## src/rtl/apb_req_arbiter.sv

```systemverilog
// Round-robin arbiter that shares one APB master port between N_REQ request/response
// clients. It runs each granted request through SETUP/ACCESS and bounds ACCESS with a wait-state timeout.
module apb_req_arbiter #(
  parameter int N_REQ      = 4,
  parameter int PADDR_SIZE = 32,
  parameter int PDATA_SIZE = 32,
  parameter int TIMEOUT    = 255
) (
  input  logic                             clk,
  input  logic                             rst,
  input  logic [N_REQ-1:0]                 req_valid,
  input  logic [N_REQ-1:0]                 req_write,
  input  logic [N_REQ*PADDR_SIZE-1:0]      req_addr,
  input  logic [N_REQ*PDATA_SIZE-1:0]      req_wdata,
  input  logic [N_REQ*PDATA_SIZE/8-1:0]    req_strb,
  input  logic [N_REQ*3-1:0]               req_prot,
  output logic [N_REQ-1:0]                 req_ready,
  output logic [PDATA_SIZE-1:0]            rsp_rdata,
  output logic                             rsp_err,
  output logic [$clog2(N_REQ)-1:0]         grant_id,
  output logic                             PSEL,
  output logic                             PENABLE,
  output logic [2:0]                       PPROT,
  output logic                             PWRITE,
  output logic [PDATA_SIZE/8-1:0]          PSTRB,
  output logic [PADDR_SIZE-1:0]            PADDR,
  output logic [PDATA_SIZE-1:0]            PWDATA,
  input  logic [PDATA_SIZE-1:0]            PRDATA,
  input  logic                             PREADY,
  input  logic                             PSLVERR
);

  localparam int GID_W  = $clog2(N_REQ);
  localparam int STRB_W = PDATA_SIZE / 8;
  localparam int CNT_W  = (TIMEOUT < 2) ? 1 : $clog2(TIMEOUT + 1);
  localparam logic [CNT_W-1:0] CNT_LAST = CNT_W'((TIMEOUT == 0) ? 0 : TIMEOUT - 1);

  typedef enum logic [1:0] {
    IDLE   = 2'd0,
    SETUP  = 2'd1,
    ACCESS = 2'd2
  } state_t;

  state_t             state;
  state_t             state_nxt;
  logic [GID_W-1:0]   last_grant;
  logic [GID_W-1:0]   sel;
  logic [CNT_W-1:0]   wait_cnt;
  logic [STRB_W-1:0]  pstrb_r;
  logic               grant;
  logic               cnt_clr;
  logic               cnt_inc;

  // First requesting index strictly after `last`, wrapping around.
  function automatic logic [GID_W-1:0] rr_pick(input logic [N_REQ-1:0] v,
                                               input logic [GID_W-1:0] last);
    logic [GID_W-1:0] pick;
    logic [GID_W-1:0] idx;
    logic             found;
    int               ii;
    pick  = '0;
    found = 1'b0;
    for (int k = 1; k <= N_REQ; k++) begin
      ii  = (int'(last) + k) % N_REQ;
      idx = GID_W'(ii);
      if (!found && v[idx]) begin
        found = 1'b1;
        pick  = idx;
      end
    end
    return pick;
  endfunction

  assign sel     = rr_pick(req_valid, last_grant);
  assign PSEL    = (state != IDLE);
  assign PENABLE = (state == ACCESS);
  assign PSTRB   = PWRITE ? pstrb_r : '0;

  always_comb begin
    state_nxt = state;
    req_ready = '0;
    rsp_rdata = '0;
    rsp_err   = 1'b0;
    grant     = 1'b0;
    cnt_clr   = 1'b0;
    cnt_inc   = 1'b0;
    case (state)
      IDLE: begin
        if (|req_valid) begin
          grant     = 1'b1;
          state_nxt = SETUP;
        end
      end
      SETUP: begin
        cnt_clr   = 1'b1;
        state_nxt = ACCESS;
      end
      ACCESS: begin
        if (PREADY) begin
          req_ready = N_REQ'(1) << grant_id;
          rsp_rdata = PWRITE ? '0 : PRDATA;
          rsp_err   = PSLVERR;
          state_nxt = IDLE;
        end else if ((TIMEOUT != 0) && (wait_cnt == CNT_LAST)) begin
          // Slave never answered: complete the request with an error.
          req_ready = N_REQ'(1) << grant_id;
          rsp_err   = 1'b1;
          state_nxt = IDLE;
        end else begin
          cnt_inc = 1'b1;
        end
      end
      default: state_nxt = IDLE;
    endcase
  end

  always_ff @(posedge clk or posedge rst) begin
    if (rst) begin
      state      <= IDLE;
      last_grant <= GID_W'(N_REQ - 1);
      grant_id   <= '0;
      wait_cnt   <= '0;
      PWRITE     <= 1'b0;
      PADDR      <= '0;
      PWDATA     <= '0;
      pstrb_r    <= '0;
      PPROT      <= '0;
    end else begin
      state <= state_nxt;
      if (grant) begin
        last_grant <= sel;
        grant_id   <= sel;
        PWRITE     <= req_write[sel];
        PADDR      <= PADDR_SIZE'(req_addr >> (int'(sel) * PADDR_SIZE));
        PWDATA     <= PDATA_SIZE'(req_wdata >> (int'(sel) * PDATA_SIZE));
        pstrb_r    <= STRB_W'(req_strb >> (int'(sel) * STRB_W));
        PPROT      <= 3'(req_prot >> (int'(sel) * 3));
      end
      if (cnt_clr) begin
        wait_cnt <= '0;
      end else if (cnt_inc && (wait_cnt != '1)) begin
        wait_cnt <= wait_cnt + 1'b1;
      end
    end
  end

endmodule
```

## config.mk

```make
export PLATFORM = sky130hd
export DESIGN_NAME = apb_req_arbiter
export DESIGN_NICKNAME = d
export VERILOG_FILES = /design/src/rtl/apb_req_arbiter.sv
export SDC_FILE = /design/constraint.sdc
export NUM_CORES = 1
export LEC_CHECK = 0
export ABC_CLOCK_PERIOD_IN_PS = 2850
export BUFFER_PORTS_ARGS = -buffer_cell sky130_fd_sc_hd__buf_2
export CAP_MARGIN = 10
export CORE_AREA = 2 2 172 174
export DETAILED_ROUTE_END_ITERATION = 16
export DIE_AREA = 0 0 174 176
export GPL_ROUTABILITY_DRIVEN = 0
export GPL_TIMING_DRIVEN = 0
export PLACE_DENSITY = 0.45
export SYNTH_ARGS = -nofsm -noshare
export SYNTH_HDL_FRONTEND = slang
export SYNTH_SLANG_ARGS = --single-unit
```

## constraint.sdc

```tcl
create_clock -name clk -period 2.85 [get_ports clk]
set_clock_uncertainty 0.1 [all_clocks]
set_input_delay 0.285 -clock clk [delete_from_list [all_inputs] [get_ports clk]]
set_output_delay 0.285 -clock clk [all_outputs]
set_load 0.005 [all_outputs]
```

---- Word-level counts from Yosys, hierarchy flattened ----
Cells that the tools add are included.
word-level totals
  output and inout port bits .............. 113
  bits in read-only memories .............. 0
  input bits .............................. 328
  memories ................................ 0
  bits in writable memories ............... 0
  latch bits .............................. 0
  register bits after elaboration ......... 86
cells by class
  $add $sub $neg .......................... 5
  shifts and indexed selects .............. 5
  reduce and logical (&&, ||, !) cells .... 12
  order comparisons ....................... 5
  mux-type cells .......................... 39
  equality and inequality tests ........... 6
  div/mod/pow operators ................... 0
  bitwise logic cells ..................... 0
  multiply operators ...................... 1
operator list
  operator                                                     number
  right shift 128 x 7 -> 32 bit                                2
  2-to-1 mux 32 bit                                            3
  2-to-1 mux 1 bit                                             17
  2-to-1 mux 4 bit                                             4
  2-to-1 mux 8 bit                                             2
  right shift 16 x 4 -> 4 bit                                  1
  less-than comparator 2 x 3 -> 1 bit (second input constant)  5
  2-to-1 mux 2 bit                                             7
  right shift 12 x 4 -> 3 bit                                  1
  binary-select mux 1 bit (select 2 bit)                       5
  adder 8 x 1 -> 8 bit (second input constant)                 1
  == test 8 bit (second input constant)                        1
  != test 8 bit (second input constant)                        1
  one-hot mux 2 bit (3 select lines)                           1
  adder 2 x 1 -> 2 bit (second input constant)                 2
  adder 2 bit (second input constant)                          2
  logical AND 1 bit                                            4
  multiplier 2 x 2 -> 4 bit (second input constant)            1
  nonzero test 2 bit                                           2
  OR reduction 4 bit                                           1
  << shifter 1 x 2 -> 4 bit (first input constant)             1
  zero test 1 bit                                              3
  != test 3 x 1 -> 1 bit (second input constant)               1
  == test 2 x 1 -> 1 bit (second input constant)               1
  4 further kinds                                              4

---- Depth between registers and ports, before layout ----
  word-level depth ........................ 15
  gate-level depth with buffers ........... 7

---- Least setup slack after synthesis ----
Ideal clock, no wire load.
  path type ............................... register to register
  start ................................... register wait_cnt[0]
  end ..................................... register wait_cnt[5]
  stages on the path, launching flop included .. 7
  period minus slack after synthesis ...... 1.862 ns
  arrival time ............................ 1.636 ns
  library setup time ...................... 0.126 ns
  path slack .............................. 0.988 ns
  cells stage by stage .................... dfrtp_1 > ha_1 > or2_2 > a311oi_2 > nand3_1 > xor2_1 > nor2_1
on the way
  longest elaborated chain between the ends .. 6
ends and longest elaborated chain
  element                                                                       line  RTL
  start, declared                                                               48    logic [CNT_W-1:0] wait_cnt;
  start signal, assigned                                                        142   wait_cnt <= wait_cnt + 1'b1;
  parallel branches: the longest is 6 deep, another holds adder 8 x 1 -> 8 bit  n/a
Several ways; the timed one is not identified. The select of a mux whose other input is x is not followed.
A chain may end at the register's enable or synchronous reset.

---- Final worst setup path ----
  start ................................... register state[0]
  end ..................................... output port rsp_rdata[11]
on the way
  longest elaborated chain between the ends .. 2
ends and longest elaborated chain
  element                 line  RTL
  start, declared         44    state_t state;
  start signal, assigned  129   state <= state_nxt;
  == test 2 bit           87    case (state)
  2-to-1 mux 32 bit       87
  end, declared           18    output logic [PDATA_SIZE-1:0] rsp_rdata,
No other way between the ends.

==> run_results.csv <==
group,metric,value,unit
clocking,cts_setup_buffers,0,
floorplanning,rows,62,
placed_design,preCtsSetupSlack,522,ps
worst_setup_path,startpoint_type,"flip-flop",
clocking,clkLatencyLatePin,340,ps
timing,slew_headroom,60.4,%
grt,grt_pass1_wl,35.0,mm
timing,fin_crit,2380,ps
worst_setup_path,cp-end-kind,"primary output",
route,drt_first_pass_iters,5,
grt,antenna_found_initial,0,
synth,avgSynthCellArea,10.5,um2
timing,setup_violations,0,
timing,period_share,83.6,%
layout,area_growth,54.0,%
floorplanning,die_h,176,um
job,cap_violations,0,
route,ant_nets,0,
layout,final_cell_mix,"buf_2, mux2i_1, dfrtp_1",
synth,synth_top_area_share,37.5,%
grt,grt_usage,14.7,%
run_status,status,"completed",
synth,ys_seq_elements,86,
power_and_ir_drop,powerDensity,900,mW/mm2
layout,post-route-util,30.2,%
layout,final_common_cell,"buf_2",
synth,synth_seq_area_share,38.5,%
grt,grt_pass1_vias,6033,
synth,synthDistinctLibCells,39,
worst_setup_path,cp.required,2470,ps
route,initialDrtViolationCount,237,
route,wire_per_inst,16.9,um
clocking,cts_root_buf,"clkbuf_16",
timing,hold-worst-slack,162,ps
clocking,clockBufferDepth,2,
placed_design,numPortBuffers,440,
timing,finalMaxSlewViolations,0,
synth,synth_area,0.00560,mm2
grt,overflow,0,
worst_setup_path,path_class,"flip-flop to primary output",
clocking,h-tree-depth,3,
synth,synth_top_area_cell,"dfrtp_1",
worst_setup_path,arrival,2000,ps
layout,fill_cells,3102,
layout,antenna_cells,0,
synth,syn_inst,533,
floorplanning,initial_core_util,19.6,%
floorplanning,die_x,174,um
route,wl,23.2,mm
layout,fin_nets,1316,
synth,synth.area.top_cells,"dfrtp_1, mux2i_1, o221ai_1",
layout,drive_above_1_share,50.2,%
floorplanning,io_pins,441,
floorplanning,core,0.0285,mm2
timing,rsz0062_at_grt,"false",
timing,setup_slack,468,ps
route,drc,0,
layout,multiInputGateArea,0.00303,mm2
clocking,cts_buffers,9,
timing,hold_viol,0,
timing,clock.fmax,420,MHz
clocking,cts.reportedPaths.clkPinSlew,70,ps
synth,yosysWarnings,0,
floorplanning,dieArea,0.0306,mm2
worst_setup_path,path_max_fanout,10,
route,vias_per_cell,4.25,
timing,tightest_slew,595,ps
clocking,cts.sinks,86,
layout,regArea,0.00215,mm2
power_and_ir_drop,max-vdd-ir-drop,0.291,mV
placed_design,hpwlAfterDp,18.6,mm
grt,grt_max_degree,52,
worst_hold_path,hold_class,"input pin to flip-flop",
power_and_ir_drop,leakagePower,4.71,nW
clocking,cts_tree,"yes",
route,route.vias.total,5837,
synth,synth_fp_nets,863,
[logic make-up (layout without fill, tap and decap cells)]
logic type,after synthesis,after routing,share of synthesized area (%)
AO/OA/AOI/OAI,91,91,13.4
adder cells (fa/ha/maj),2,2,0.447
flip-flops,86,86,38.5
multiplexers,146,146,26.1
buffers and inverters,50,508,7.51
XOR/XNOR,3,3,0.469
AND/OR/NAND/NOR,155,155,13.5
[synthesized netlist by cell type]
cell type / number
mux2i_1: 145
dfrtp_1: 84
nand2_1: 80
o221ai_1: 72
and2_1: 36
buf_2: 16
clkbuf_1: 11
buf_12: 10
nand2b_1: 9
nor2_1: 8
nand3_1: 7
inv_1: 6
a21oi_1: 5
buf_6: 5
o21ai_0: 5
a31oi_1: 3
nor3b_1: 3
and3_1: 2
dfstp_2: 2
ha_1: 2
nor3_1: 2
or2_2: 2
xnor2_1: 2
a211o_1: 1
a211oi_1: 1
a21o_1: 1
a21oi_2: 1
a311oi_2: 1
and4_1: 1
and4b_1: 1
buf_8: 1
clkinv_2: 1
mux2_2: 1
nand4_1: 1
nor2b_1: 1
nor3_4: 1
o22ai_1: 1
or2_1: 1
xor2_1: 1
[sequential cells by signal (all words and copies together), names as in the netlist]
register	flops
PWRITE	1
last_grant	2
PPROT	3
grant_id	2
state	2
wait_cnt	8
PWDATA	32
pstrb_r	4
PADDR	32
[worst max-delay path, stage by stage (launching register included)]
cell,delay (ps)
dfrtp_1,410
nand2b_1,240
nor3b_2,360
clkbuf_1,340
and2_1,180
buf_2,120
[final timing paths]
path | cells past startpoint | to | slack [ps] | startpoint
setup / recovery | 5 | rsp_rdata[11] | 470 | state[0]
hold / removal | 3 | PADDR[16] | 160 | req_addr[48]
max in group asynchronous | 4 | last_grant[1] | 1500 | rst
setup reg to reg | 7 | PWDATA[19] | 710 | last_grant[0]
hold reg to reg | 2 | PADDR[11] | 380 | PADDR[11]
min in group asynchronous | 3 | PADDR[16] | 440 | rst
[power breakdown]
group          switching, mW  internal (mW)
logic                   2.33           2.07
registers              0.334           1.81
clock network          0.515          0.706
total                   3.18           4.58
[per-layer routing]
layer	routed length (um)	GRT usage, %	vias to the layer above	share of wire, %
met2	12000	26.8	233	52
met1	9640	17.9	2700	41
met3	1290	2.50	13	5.6
met4	283	3.99	0	1.2
li1	-	-	2891	-
met5	0	0	-	0
[what timing repair did]
action | CTS | global route
hold buffers | 1 | 0
hold endpoints to repair | 35 | 0
setup endpoints to repair | 0 | 21
resized for setup | 0 | 1
[cell type report]
cell class	instances	share of cell area, %
Sequential cell	86	25.0
Multi-Input combinational cell	397	35.1
Buffer	43	4.56
Clock inverter	3	0.522
Timing Repair Buffer	442	26.0
Tap cell	384	5.57
Inverter	7	0.348
Clock buffer	13	2.90
[through the flow]
step                      setup TNS, ps  area [um2]  cells  power, mW
after floorplan                       0        5600    533       4.92
after global placement           -98120        8280   1357       6.66
after detailed placement              0        8310   1358       6.69
after CTS                             0        8620   1375       7.96
after global routing                  0        8620   1375       8.45
final                                 0        8620   1375       7.76
Note: power is estimated with default switching activity, not from simulation.
